### config.mk
export PLATFORM = sky130hd
export DESIGN_NAME = alu_issue_unit
export DESIGN_NICKNAME = d
export VERILOG_FILES = /design/src/rtl/alu_issue_unit.sv
export SDC_FILE = /design/constraint.sdc
export NUM_CORES = 1
export LEC_CHECK = 0
export CAP_MARGIN = 20
export CORE_AREA = 3 3 85 103
export DETAILED_ROUTE_END_ITERATION = 12
export DIE_AREA = 0 0 88 106
export GPL_ROUTABILITY_DRIVEN = 0
export PLACE_DENSITY = 0.87
export SYNTH_ARGS = -nofsm -noshare
export SYNTH_HDL_FRONTEND = slang
export SYNTH_SLANG_ARGS = --single-unit
### constraint.sdc
create_clock -name clk -period 2.6 [get_ports clk]
set_clock_uncertainty 0.15 [all_clocks]
set_input_delay 0.52 -clock clk [delete_from_list [all_inputs] [get_ports clk]]
set_output_delay 0.52 -clock clk [all_outputs]
set_load 0.01 [all_outputs]
### src/rtl/alu_issue_unit.sv
// alu_issue_unit
// Issue stage in front of the 8-bit ALU. It accepts one instruction word over
// a valid/ready handshake and reads both operands from a local 4x8 register
// file. It then drives the registered operands and opcode to the ALU, captures
// the result and zero flag, and writes the result back to the register file.
// A host can preload registers through the load port and read any register
// through the debug read port.
//
// Ports:
//   clk, rst                     system clock, synchronous active-high reset
//   instr_valid/ready, instr     instruction handshake; [7:6] op, [5:4] rd,
//                                [3:2] rs1, [1:0] rs2
//   load_en/addr/data            host register write (IDLE only)
//   rd_addr, rd_data             combinational debug read of the register file
//   alu_in1/in2/opcode           registered operands and opcode to the ALU
//   alu_data, alu_flag           ALU result and flags (bit 0 = zero)
//   wb_valid/addr/data           write-back strobe, destination and result
//   zero_flag                    zero status of the last non-NOP instruction
//   busy                         high whenever the FSM is not in IDLE
//   retired_count                retired-instruction counter (ALU_ISSUE_CNT_EN)
//
// Build option: define ALU_ISSUE_CNT_EN to add the 16-bit retired_count output.
//
// state | meaning
// ------+----------------------------------------------------------
// IDLE  | ready for an instruction; host loads are accepted
// EXEC  | operands are on the ALU, result settles; sampled at exit
// WB    | wb_valid high; result committed to rd at exit (unless NOP)

module alu_issue_unit #(
   parameter int DW   = 8,
   parameter int NREG = 4
) (
   input  logic                    clk,
   input  logic                    rst,
   input  logic                    instr_valid,
   output logic                    instr_ready,
   input  logic [7:0]              instr,
   input  logic                    load_en,
   input  logic [$clog2(NREG)-1:0] load_addr,
   input  logic [DW-1:0]           load_data,
   input  logic [$clog2(NREG)-1:0] rd_addr,
   output logic [DW-1:0]           rd_data,
   output logic [DW-1:0]           alu_in1,
   output logic [DW-1:0]           alu_in2,
   output logic [1:0]              alu_opcode,
   input  logic [DW-1:0]           alu_data,
   input  logic [7:0]              alu_flag,
   output logic                    wb_valid,
   output logic [$clog2(NREG)-1:0] wb_addr,
   output logic [DW-1:0]           wb_data,
   output logic                    zero_flag,
   output logic                    busy
`ifdef ALU_ISSUE_CNT_EN
   ,
   output logic [15:0]             retired_count
`endif
);

   localparam int AW = $clog2(NREG);
   localparam logic [1:0] OP_NOP = 2'd3;

   typedef enum logic [1:0] {
      IDLE = 2'd0,
      EXEC = 2'd1,
      WB   = 2'd2
   } state_t;

   state_t                 state;
   logic [NREG-1:0][DW-1:0] regs;
   logic [1:0]             op_q;
   logic [AW-1:0]          rd_q;
   logic                   zero_q;

   logic [1:0]    i_op;
   logic [AW-1:0] i_rd;
   logic [AW-1:0] i_rs1;
   logic [AW-1:0] i_rs2;

   assign i_op  = instr[7:6];
   assign i_rd  = instr[5:4];
   assign i_rs1 = instr[3:2];
   assign i_rs2 = instr[1:0];

   // Only the zero bit of the ALU flag bus is meaningful here.
   logic unused_flag;
   assign unused_flag = ^alu_flag[7:1];

   assign instr_ready = (state == IDLE) && !rst;
   assign busy        = (state != IDLE);
   assign rd_data     = regs[rd_addr];

   always_ff @(posedge clk) begin
      if (rst) begin
         state      <= IDLE;
         regs       <= '0;
         alu_in1    <= '0;
         alu_in2    <= '0;
         alu_opcode <= OP_NOP;
         op_q       <= OP_NOP;
         rd_q       <= '0;
         zero_q     <= 1'b0;
         wb_valid   <= 1'b0;
         wb_addr    <= '0;
         wb_data    <= '0;
         zero_flag  <= 1'b0;
`ifdef ALU_ISSUE_CNT_EN
         retired_count <= '0;
`endif
      end else begin
         case (state)
            IDLE: begin
               // Operands read the pre-edge register values, so a load on the
               // same edge is not forwarded.
               if (load_en)
                  regs[load_addr] <= load_data;
               if (instr_valid) begin
                  alu_in1    <= regs[i_rs1];
                  alu_in2    <= regs[i_rs2];
                  alu_opcode <= i_op;
                  op_q       <= i_op;
                  rd_q       <= i_rd;
                  state      <= EXEC;
               end
            end
            EXEC: begin
               wb_data  <= alu_data;
               wb_addr  <= rd_q;
               zero_q   <= alu_flag[0];
               wb_valid <= 1'b1;
               state    <= WB;
            end
            WB: begin
               wb_valid <= 1'b0;
               if (op_q != OP_NOP) begin
                  regs[rd_q] <= wb_data;
                  zero_flag  <= zero_q;
               end
`ifdef ALU_ISSUE_CNT_EN
               retired_count <= retired_count + 16'd1;
`endif
               state <= IDLE;
            end
            default: state <= IDLE;
         endcase
      end
   end

endmodule

==> impl_results.md <==
- Outcome: complete, no violations
- Final hold vios: 0
- Max cap viols: 0
- Worst r2r path cells: 7
- CP arrival: 1.82 ns
- Slew HR: 0.501
- Fill cells: 611
- Sequential-to-total area share from yosys stat: 0.332
- Root Driver: clkbuf_8
- Crit path required time: 1.93 ns
- H-tree levels: 3
- Placed Instance Area: 4840 um2
- Detailed Route WL: 9.05 mm
- Worst hold path class: flop to flop
- Met1 wire length: 4.04 mm
- Antenna Violating Nets Remaining: 0
- Vias/cell: 6.02
- Pwr/cell area: 508 nW/um2
- Die X: 88 um
- Final setup vio count: 0
- Largest stage delay, worst path: 0.51 ns
- Area Overhead vs Synth: 26.2%
- Crit-path max FO: 2
- Rows: 35
- All-Layer GR Usage: 0.200
- Tmin final: 2.49 ns
- Slowest CP cell: clkdlybuf4s50_1
- Reg2reg start: state[0]
- Vias in the first global route: 3020
- Final Instance Area: 5100 um2
- CP bufs+invs: 2
- Synth Cell Area: 4040 um2
- Ys async rst share: 0
- Synthesized Nets: 421
- Hold buffers post-CTS: 0
- Fin crit share: 0.959
- YS warnings: 0
- Synthesized area per cell: 10.7 um2
- Initial antenna violation count: 0
- CTS tree: built
- TritonCTS Buffers: 9
- CP cell instances: clkdlybuf4s50_1 > mux4_2 > dlygate4sd2_1
- Critical hold path startpoint: alu_in2[0]
- Maximum clock frequency: 401 MHz
- Via count: 3188
- CP endpoint kind: output port
- Slew @ Worst Pin: 0.748 ns
- I/O pin count: 80
- Crit Path Class: input pin to output port
- Largest net degree at the start of global routing: 83
- TritonRoute pass-1 iters: 4
- Dominant cells by area after synthesis: dfxtp_1, mux4_2, mux2_2
- Die footprint: 9330 um2
- Top-area cell type share of the netlist area: 0.332
- Core Footprint: 7750 um2
- RSZ-0062 raised after global routing: no
- Crit path launch type: input pin
- Hold EP: alu_in2[0]
- Cell count after synthesis: 377
- Clock slew seen by the registers of the worst setup and hold paths: 0.07 ns
- Share of cells above drive strength 1: 0.203
- Netlist cell types: 41
- Met3 wire length: 419 um
- FF-to-FF End: regs[13]
- DP HPWL: 6.47 mm
- CTS Buffer Depth: 2
- Most frequent cell after synthesis: dfxtp_1
- Post-layout net count: 478
- Clock Sinks: 67
- Crit path max-delay family: buffers and inverters
- # DRC: 0
- Die Span Y: 106 um
- DRT iter0 DRCs: 165
- Max Slew Vio Count: 0
- Final Power: 2.59 mW
- Synth area leader: dfxtp_1
- Most used DFF post-synth: dfxtp_1
- Count of state elements after synthesis: 67
- Metal2 WL: 4.48 mm
- Clock latency on the worst-skew pair: 0.35 ns
- WHS Path Cells: 1
- Top cells by count, synth: dfxtp_1, a21oi_1, nor2b_1
- Post-DR wirelength/cell: 17.1 um
- R2R Setup Slk: 0.30 ns
- DR top layer: met4
- Lkg Pwr: 1.90 nW
- First-pass GRT wire length: 14.8 mm
- EDFF count, synth: 0
- GRT Residual Overflow: 0
- Worst VDD drop: 0.334 mV
- Initial Util: 0.521
- I/O Buffers: 72
- Setup Buffers After CTS: 0
- # diodes: 0
- Total Neg Setup Slack: 0 ns
## state kept, by name (all words and copies together), names as in the netlist
register / flops
op_q: 2
zero_q: 1
zero_flag: 1
state: 2
rd_q: 2
wb_data: 8
alu_in1: 8
wb_addr: 2
wb_valid: 1
alu_in2: 8
regs: 32
## worst max path at each step
stage               start          to  cells after the start
2_1_floorplan  rd_addr[0]  rd_data[7]                      2
3_3_place_gp   rd_addr[1]  rd_data[5]                      4
3_5_place_dp   rd_addr[1]  rd_data[5]                      4
4_1_cts        rd_addr[1]  rd_data[4]                      4
5_1_grt          state[0]     regs[4]                      7
6_report       rd_addr[0]  rd_data[7]                      3
## routing by layer
layer / GRT usage / vias up
met5: 0 / -
li1: - / 1558
met2: 0.321 / 90
met3: 0.0504 / 10
met4: 0.0592 / 0
met1: 0.263 / 1530
## layout by cell type, fill, tap and decap left out, types with 2 or more instances in the layout
master / synthesis / routed
dfxtp_1: 67 / 67
clkdlybuf4s50_1: 0 / 62
a21oi_1: 28 / 28
nor2b_1: 25 / 25
mux4_2: 24 / 24
nand4b_1: 24 / 24
mux2_2: 22 / 22
mux2i_1: 20 / 20
a22o_1: 16 / 16
or4bb_1: 15 / 15
buf_4: 2 / 15
nor2_1: 13 / 13
clkbuf_8: 0 / 11
nand4_1: 8 / 8
nor4b_1: 8 / 8
nor4bb_1: 8 / 8
o21bai_1: 8 / 8
nand2b_1: 8 / 8
clkdlybuf4s15_1: 0 / 5
inv_1: 3 / 3
and3b_1: 3 / 3
nor3b_1: 3 / 3
and3_1: 3 / 3
nand2_1: 3 / 3
ha_1: 4 / 3
bufinv_16: 0 / 3
buf_12: 0 / 3
o211ai_2: 2 / 2
mux2_1: 2 / 2
o211ai_4: 2 / 2
a211o_1: 2 / 2
nand3_1: 2 / 2
## repair_timing
item / 4_1_cts / 5_1_grt
setup endpoints to repair: 8 / 7
resized for setup: 16 / 2
pin swaps: 0 / 0
## cell families after synthesis
logic type / share of synthesized area
DFF: 0.332
AOI/OAI and AO/OA: 0.112
adders and majority gates: 0.0124
buffers and inverters: 0.0508
muxes: 0.254
and+or+nand+nor: 0.238
## worst reg2reg max path, stage by stage, from the launching register on
cell and delay, ns:
dfxtp_1 0.35, inv_1 0.10, ha_2 0.44, buf_4 0.39, buf_4 0.24, nand4bb_1 0.14
a21oi_1 0.09, mux2_2 0.30
## stage by stage
stage | util | cells | worst slack (ns) | hold slack [ns]
after floorplan | - | 377 | 0.554 | 0.310
after global placement | 0.625 | 514 | -0.251 | 0.306
after detailed placement | 0.625 | 514 | -0.251 | 0.317
after CTS | 0.657 | 529 | 0.000705 | 0.334
after global routing | 0.657 | 530 | 0.0518 | 0.343
final | 0.657 | 530 | 0.106 | 0.328
## area by class of cell
type / count / area, um2 / area share
multi-input combinational: 263 / 2490 / 0.489
sequential: 67 / 1340 / 0.263
timing repair buffer: 90 / 886 / 0.174
clock buffer: 11 / 151 / 0.0297
tap: 92 / 115 / 0.0226
clock inverter: 4 / 97.6 / 0.0192
inverter: 3 / 11.3 / 0.00221
## where the power goes
part / internal, mW / switching, mW
Clock: 0.684 / 0.406
Sequential: 1.05 / 0.0354
Combinational: 0.215 / 0.196
Total: 1.95 / 0.638
No activity file was read; power rests on OpenSTA's default activity.
